[config.mk]
export PLATFORM = sky130hd
export DESIGN_NAME = flex_timer
export DESIGN_NICKNAME = d
export VERILOG_FILES = /design/src/rtl/flex_pkg.sv /design/src/rtl/flex_next_count.sv /design/src/rtl/flex_timer.sv
export SDC_FILE = /design/constraint.sdc
export NUM_CORES = 1
export LEC_CHECK = 0
export ABC_AREA = 0
export CORE_MARGIN = 3
export CORE_UTILIZATION = 28
export DETAILED_ROUTE_END_ITERATION = 8
export HOLD_SLACK_MARGIN = 0.02
export REMOVE_ABC_BUFFERS = 1
export SKIP_LAST_GASP = 1
export SYNTH_ARGS = -nofsm -noshare
export SYNTH_HDL_FRONTEND = slang
export SYNTH_SLANG_ARGS = --single-unit
[constraint.sdc]
create_clock -name clk -period 4.3 [get_ports clk]
set_input_delay 0.645 -clock clk [delete_from_list [all_inputs] [get_ports clk]]
set_output_delay 0.645 -clock clk [all_outputs]
set_load 0.01 [all_outputs]
[src/rtl/flex_pkg.sv]
`default_nettype none
// ============================================================================
// Module      : flex_pkg
// Description : Counting-mode type and mode helpers shared by the flex timer.
// Revision    : 1.0 - initial release
// ============================================================================
package flex_pkg;

    typedef enum logic [1:0] {
        UP_WRAP      = 2'd0,
        DOWN_WRAP    = 2'd1,
        UP_ONESHOT   = 2'd2,
        DOWN_ONESHOT = 2'd3
    } cnt_mode_t;

    // Terminal select: 1 means the terminal is the rollover value, 0 means it is 1
    function automatic logic term_is_rollover(input cnt_mode_t mode);
        return (mode == UP_WRAP) || (mode == UP_ONESHOT);
    endfunction

    function automatic logic is_oneshot(input cnt_mode_t mode);
        return (mode == UP_ONESHOT) || (mode == DOWN_ONESHOT);
    endfunction

endpackage
`default_nettype wire

[src/rtl/flex_next_count.sv]
`default_nettype none
// ============================================================================
// Module      : flex_next_count
// Description : Combinational next-count and terminal detection for flex_timer.
// Revision    : 1.0 - initial release
// ============================================================================
module flex_next_count
    import flex_pkg::*;
#(
    parameter int NUM_CNT_BITS = 8
) (
    input  logic [NUM_CNT_BITS-1:0] count,
    input  cnt_mode_t               mode,
    input  logic [NUM_CNT_BITS-1:0] rollover_val,
    output logic [NUM_CNT_BITS-1:0] next_count,
    output logic                    at_terminal
);

    localparam logic [NUM_CNT_BITS-1:0] c_ONE = NUM_CNT_BITS'(1);
    localparam logic [NUM_CNT_BITS:0]   c_ONE_EXT = (NUM_CNT_BITS+1)'(1);

    logic [NUM_CNT_BITS:0]   w_count_ext;
    logic [NUM_CNT_BITS:0]   w_roll_ext;
    logic [NUM_CNT_BITS:0]   w_inc;
    logic [NUM_CNT_BITS:0]   w_dec;
    logic [NUM_CNT_BITS-1:0] w_term;
    logic                    w_roll_zero;

    assign w_count_ext = {1'b0, count};
    assign w_roll_ext  = {1'b0, rollover_val};
    assign w_inc       = w_count_ext + c_ONE_EXT;
    assign w_dec       = w_count_ext - c_ONE_EXT;
    assign w_roll_zero = (rollover_val == '0);
    assign w_term      = term_is_rollover(mode) ? rollover_val : c_ONE;

    always_comb begin
        next_count = count;
        if (!w_roll_zero) begin
            if (term_is_rollover(mode)) begin
                // count+1 <= R at full width is count < R with no carry loss
                next_count = (w_inc <= w_roll_ext) ? w_inc[NUM_CNT_BITS-1:0] : c_ONE;
            end else begin
                // borrow out of the decrement marks count == 0
                if (w_dec[NUM_CNT_BITS] || (count == c_ONE) || (w_count_ext > w_roll_ext)) begin
                    next_count = rollover_val;
                end else begin
                    next_count = w_dec[NUM_CNT_BITS-1:0];
                end
            end
        end
    end

    assign at_terminal = !w_roll_zero && (next_count == w_term);

endmodule
`default_nettype wire

[src/rtl/flex_timer.sv]
`default_nettype none
// ============================================================================
// Module      : flex_timer
// Description : Up/down wrap or one-shot timer with clear, load and rollover flags.
// Revision    : 1.0 - initial release
// ============================================================================
module flex_timer
    import flex_pkg::*;
#(
    parameter int NUM_CNT_BITS = 8
) (
    input  logic                    clk,
    input  logic                    rst,
    input  logic                    clear,
    input  logic                    count_enable,
    input  logic                    load,
    input  logic [NUM_CNT_BITS-1:0] load_val,
    input  cnt_mode_t               mode,
    input  logic [NUM_CNT_BITS-1:0] rollover_val,
    output logic [NUM_CNT_BITS-1:0] count_out,
    output logic                    rollover_flag,
    output logic                    rollover_pulse,
    output logic                    done
);

    localparam logic [NUM_CNT_BITS-1:0] c_ONE = NUM_CNT_BITS'(1);

    logic [NUM_CNT_BITS-1:0] r_count;
    logic                    r_flag;
    logic                    r_pulse;
    logic                    r_done;
    logic [NUM_CNT_BITS-1:0] w_next;
    logic [NUM_CNT_BITS-1:0] w_count_d;
    logic [NUM_CNT_BITS-1:0] w_term;
    logic                    w_at_term;
    logic                    w_step;
    logic                    w_flag_d;

    flex_next_count #(
        .NUM_CNT_BITS (NUM_CNT_BITS)
    ) u_next_count (
        .count        (r_count),
        .mode         (mode),
        .rollover_val (rollover_val),
        .next_count   (w_next),
        .at_terminal  (w_at_term)
    );

    assign w_term = term_is_rollover(mode) ? rollover_val : c_ONE;
    // A finished one-shot ignores enables until clear, load or reset
    assign w_step = count_enable && !(r_done && is_oneshot(mode));

    always_comb begin
        w_count_d = r_count;
        if (clear) begin
            w_count_d = '0;
        end else if (load) begin
            w_count_d = load_val;
        end else if (w_step) begin
            w_count_d = w_next;
        end
    end

    // Flag follows the value being registered, so it lines up with count_out
    assign w_flag_d = (rollover_val != '0) && (w_count_d == w_term);

    always_ff @(posedge clk) begin
        if (rst) begin
            r_count <= '0;
            r_flag  <= 1'b0;
            r_pulse <= 1'b0;
            r_done  <= 1'b0;
        end else begin
            r_count <= w_count_d;
            r_flag  <= w_flag_d;
            r_pulse <= !clear && !load && w_step && w_at_term;
            if (clear || load) begin
                r_done <= 1'b0;
            end else if (w_step && is_oneshot(mode) && w_at_term) begin
                r_done <= 1'b1;
            end
        end
    end

    assign count_out      = r_count;
    assign rollover_flag  = r_flag;
    assign rollover_pulse = r_pulse;
    assign done           = r_done;

endmodule
`default_nettype wire

==> results of run 1 <==
==> placed cells by master, fill, tap and decap left out, types with 6 or more instances in the layout <==
| master | Yosys | routed |
|---|---|---|
| sky130_fd_sc_hd__clkdlybuf4s50_1 | 0 | 33 |
| sky130_fd_sc_hd__nor2_1 | 30 | 30 |
| sky130_fd_sc_hd__a21oi_1 | 22 | 22 |
| sky130_fd_sc_hd__nand2_1 | 20 | 20 |
| sky130_fd_sc_hd__nor3_1 | 20 | 20 |
| sky130_fd_sc_hd__o21ai_0 | 19 | 19 |
| sky130_fd_sc_hd__ha_1 | 19 | 19 |
| sky130_fd_sc_hd__buf_4 | 0 | 19 |
| sky130_fd_sc_hd__inv_1 | 15 | 15 |
| sky130_fd_sc_hd__dfxtp_1 | 11 | 11 |
| sky130_fd_sc_hd__nand3_1 | 9 | 9 |
| sky130_fd_sc_hd__xnor2_1 | 7 | 7 |
| sky130_fd_sc_hd__nor4_1 | 7 | 7 |
| sky130_fd_sc_hd__mux2i_1 | 7 | 7 |
| sky130_fd_sc_hd__nand2b_1 | 6 | 6 |
| sky130_fd_sc_hd__o31ai_1 | 6 | 6 |
| sky130_fd_sc_hd__nor2b_1 | 6 | 6 |
| sky130_fd_sc_hd__nand4_1 | 6 | 6 |
==> stage by stage <==
| step | cell area (um^2) | total power, mW |
|---|---|---|
| after global placement | 2610 | 0.399 |
| final | 2660 | 0.516 |
| after global routing | 2660 | 0.549 |
| after CTS | 2660 | 0.511 |
| after floorplan | 2010 | 0.285 |
| after detailed placement | 2610 | 0.397 |
==> cell families after synthesis <==
group	after synthesis	synth area share, %
xor gates and xnor gates	11	4.43
muxes	9	4.43
AOI/OAI and AO/OA	96	30.1
and+or+nand+nor	124	30.1
buffers and inverters	36	9.90
DFF	11	10.1
adders and majority gates	19	10.9
==> registers in the layout, summed over array words and instances, names as in the netlist <==
signal,cells
count_out,8
done,1
rollover_flag,1
rollover_pulse,1
==> worst max-delay path, stage by stage, from the launching register on <==
cell and delay (ns):
sky130_fd_sc_hd__dfxtp_1 0.53, sky130_fd_sc_hd__ha_1 0.35, sky130_fd_sc_hd__nand3_1 0.12, sky130_fd_sc_hd__xnor2_1 0.18, sky130_fd_sc_hd__ha_1 0.34, sky130_fd_sc_hd__nand4_1 0.11, sky130_fd_sc_hd__o22a_1 0.22, sky130_fd_sc_hd__and3_1 0.18
sky130_fd_sc_hd__nor2_1 0.22, sky130_fd_sc_hd__nor3_1 0.08, sky130_fd_sc_hd__buf_4 0.19, sky130_fd_sc_hd__a22oi_1 0.42, sky130_fd_sc_hd__nor3_1 0.08, sky130_fd_sc_hd__a311oi_1 0.37, sky130_fd_sc_hd__o21ai_1 0.16, sky130_fd_sc_hd__o31ai_1 0.20
==> layout make-up <==
type,count,area [um^2],area share (%)
Multi-Input combinational cell,259,1740,65.4
Tap cell,99,124,4.66
Timing Repair Buffer,52,473,17.8
Clock buffer,4,45.0,1.70
Sequential cell,11,220,8.29
Inverter,15,56.3,2.12
==> path summary, 6_finish.rpt <==
path,end,slack (ns),depth (start not counted)
hold reg to reg,done$_SDFFE_PP0P_,0.62,2
setup reg to reg,done$_SDFFE_PP0P_,0.46,15
setup / recovery,done$_SDFFE_PP0P_,0.46,15
hold / removal,done$_SDFFE_PP0P_,0.62,2
==> per-layer routing <==
| metal | vias to the layer above | part of all wire [%] | routed length (um) |
|---|---|---|---|
| met2 | 143 | 42 | 3390 |
| li1 | 1215 | - | - |
| met5 | - | 0 | 0 |
| met4 | 0 | 3.8 | 309 |
| met1 | 1149 | 45 | 3680 |
| met3 | 26 | 8.9 | 720 |
==> where the power goes <==
group	internal [mW]	total [mW]	leakage [nW]	switching, mW
sequential	0.106	0.114	0.0898	0.00739
clock	0.0657	0.114	0.0228	0.0484
combinational	0.122	0.289	0.966	0.166
==> impl_summary.log, run 1 <==
[metrics] core area: 7410 um^2
[metrics] Inserted Clock Buffers: 3
[metrics] Top-Level Pins: 34
[metrics] YS warnings: 0
[metrics] layout filler cell count: 795
[metrics] number of nets with antenna violations after routing: 0
[metrics] GRT met3 Usage: 3.61%
[metrics] cell taking the most area after synthesis: sky130_fd_sc_hd__ha_1
[metrics] Min-Delay Startpoint: done$_SDFFE_PP0P_
[metrics] post-route setup TNS: 0 ns
[metrics] Die Area: 8850 um^2
[metrics] final worst path period need: 3.84 ns
[metrics] dominant synthesized flop cell: sky130_fd_sc_hd__dfxtp_1
[metrics] detailed-placement wirelength estimate: 6230 um
[metrics] nature of the critical path endpoint: register
[metrics] CTS tree: done
[metrics] post-DR wirelength/cell: 18.4 um
[metrics] Vias: 2533
[metrics] type of origin of the critical path: register
[metrics] number of flops mapped to enable cells by yosys: 0
[metrics] leakage component of the power: 1.08 nW
[metrics] Placer Congestion: 0.971
[metrics] count of final max-slew check failures: 0
[metrics] final critical-path setup slack: 0.462 ns
[metrics] Final setup viols: 0
[metrics] result of the run: finished, final reports clean
[metrics] max-cap violation count: 0
[metrics] drt total wl: 8100 um
[metrics] initial antenna violation count: 0
[metrics] effective utilization at floorplan: 29.3%
[metrics] Setup Fix Bufs, Post-CTS: 0
[metrics] path type of the worst min-delay path: reg2reg
[metrics] power per standard cell area: 194 nW/um^2
[metrics] worst flop-to-flop path startpoint: count_out[1]$_SDFF_PP0_
[metrics] Iter 0 DRT Violations: 413
[metrics] post-synthesis average cell area: 7.10 um^2
[metrics] source-to-sink clock delay at the later pin of the worst-skew pair: 0.25 ns
[metrics] top cells by instance count after synthesis: 30 x sky130_fd_sc_hd__nor2_1, 22 x sky130_fd_sc_hd__a21oi_1, 20 x sky130_fd_sc_hd__nand2_1, 20 x sky130_fd_sc_hd__nor3_1
[metrics] clock sink count: 11
[metrics] largest vdd supply drop: 0.0000731 V
[metrics] Worst Hold Slack: 0.618 ns
[metrics] biggest area contributors in the synthesized netlist: sky130_fd_sc_hd__ha_1 11%, sky130_fd_sc_hd__dfxtp_1 10%, sky130_fd_sc_hd__nor2_1 5.2%
[metrics] upper clock frequency limit: 0.261 GHz
[metrics] Synth Instances: 306
[metrics] CTS-repair resized insts: 0
[metrics] data required time of the critical path: 4.47 ns
[metrics] number of distinct library cells after synthesis: 61
[metrics] startpoint of the most critical setup path: count_out[1]$_SDFF_PP0_
[metrics] number of remaining DRC errors: 0
[metrics] synthesis-to-finish area growth: 22.2%
[metrics] Horiz. Die Dim: 94.1 um
[metrics] share of the yosys chip area belonging to registers: 10.1%
[metrics] number of standard cells in the final layout excluding fillers: 440
[metrics] maximum level of the CTS H-tree: 1
[metrics] peak-usage layer in the global routing report: met2
[metrics] class of the most critical setup path: reg2reg
[metrics] met1 Use GR: 26.1%
[metrics] first-pass GRT wire length: 13000 um
[metrics] clock transition at the register clock pins on the worst setup and hold paths after CTS: 0.06 ns
[metrics] cell area after technology mapping: 2170 um^2
[metrics] worst slew pin tran: 0.623 ns
[metrics] standard-cell rows: 31
[metrics] Detailed Routing Iterations Pass 1: 5
[metrics] vias in the first global route: 2445
[metrics] antenna diode instance count: 0
[metrics] total of buffers placed on input and output ports: 33
[metrics] largest net degree at the start of global routing: 23
[metrics] final standard cell utilization of the core: 35.9%
[metrics] root buffer cell: sky130_fd_sc_hd__clkbuf_8
[metrics] hold buffer count at CTS: 0
[metrics] Crit path arrival time: 4.01 ns
[metrics] Post-Place Setup Slack: 0.314 ns
[metrics] most used standard cell by instance count after synthesis: sky130_fd_sc_hd__nor2_1
[metrics] share of synthesized flip-flops with an asynchronous set or reset: 0%
[metrics] Final Hold Violating Endpoints: 0
[metrics] Overflow after GRT: 0
[metrics] peak fanout along the critical path: 9
[metrics] final clock period utilization by the worst path: 89.3%
[metrics] die outline height: 94.1 um
[metrics] Post-layout nets: 384
[metrics] worst slew margin relative to its limit: 58.0%
[metrics] met2 Usage GRT: 28.5%
[metrics] detail-routed via count per cell: 5.76
[metrics] Yosys top cell area share: 10.9%
[metrics] all-layer global routing usage: 18.8%
[metrics] maximum clock insertion buffer count: 2
[metrics] final setup skew: 0.00125 ns
[metrics] share of final-layout standard cells stronger than drive strength 1: 10.9%
[metrics] count of placed standard cells including taps: 436
[metrics] Seq cells post-synth: 11
[metrics] setup repair after global routing missed its margin: false
(Power assumes the default switching activity.)
==> inputs of run 2 (changes only) <==
Settings changed: ABC_CLOCK_PERIOD_IN_PS set to 4300.
==> results of run 2 <==
The final DEF is identical to that of run 1; final timing and power are the same.
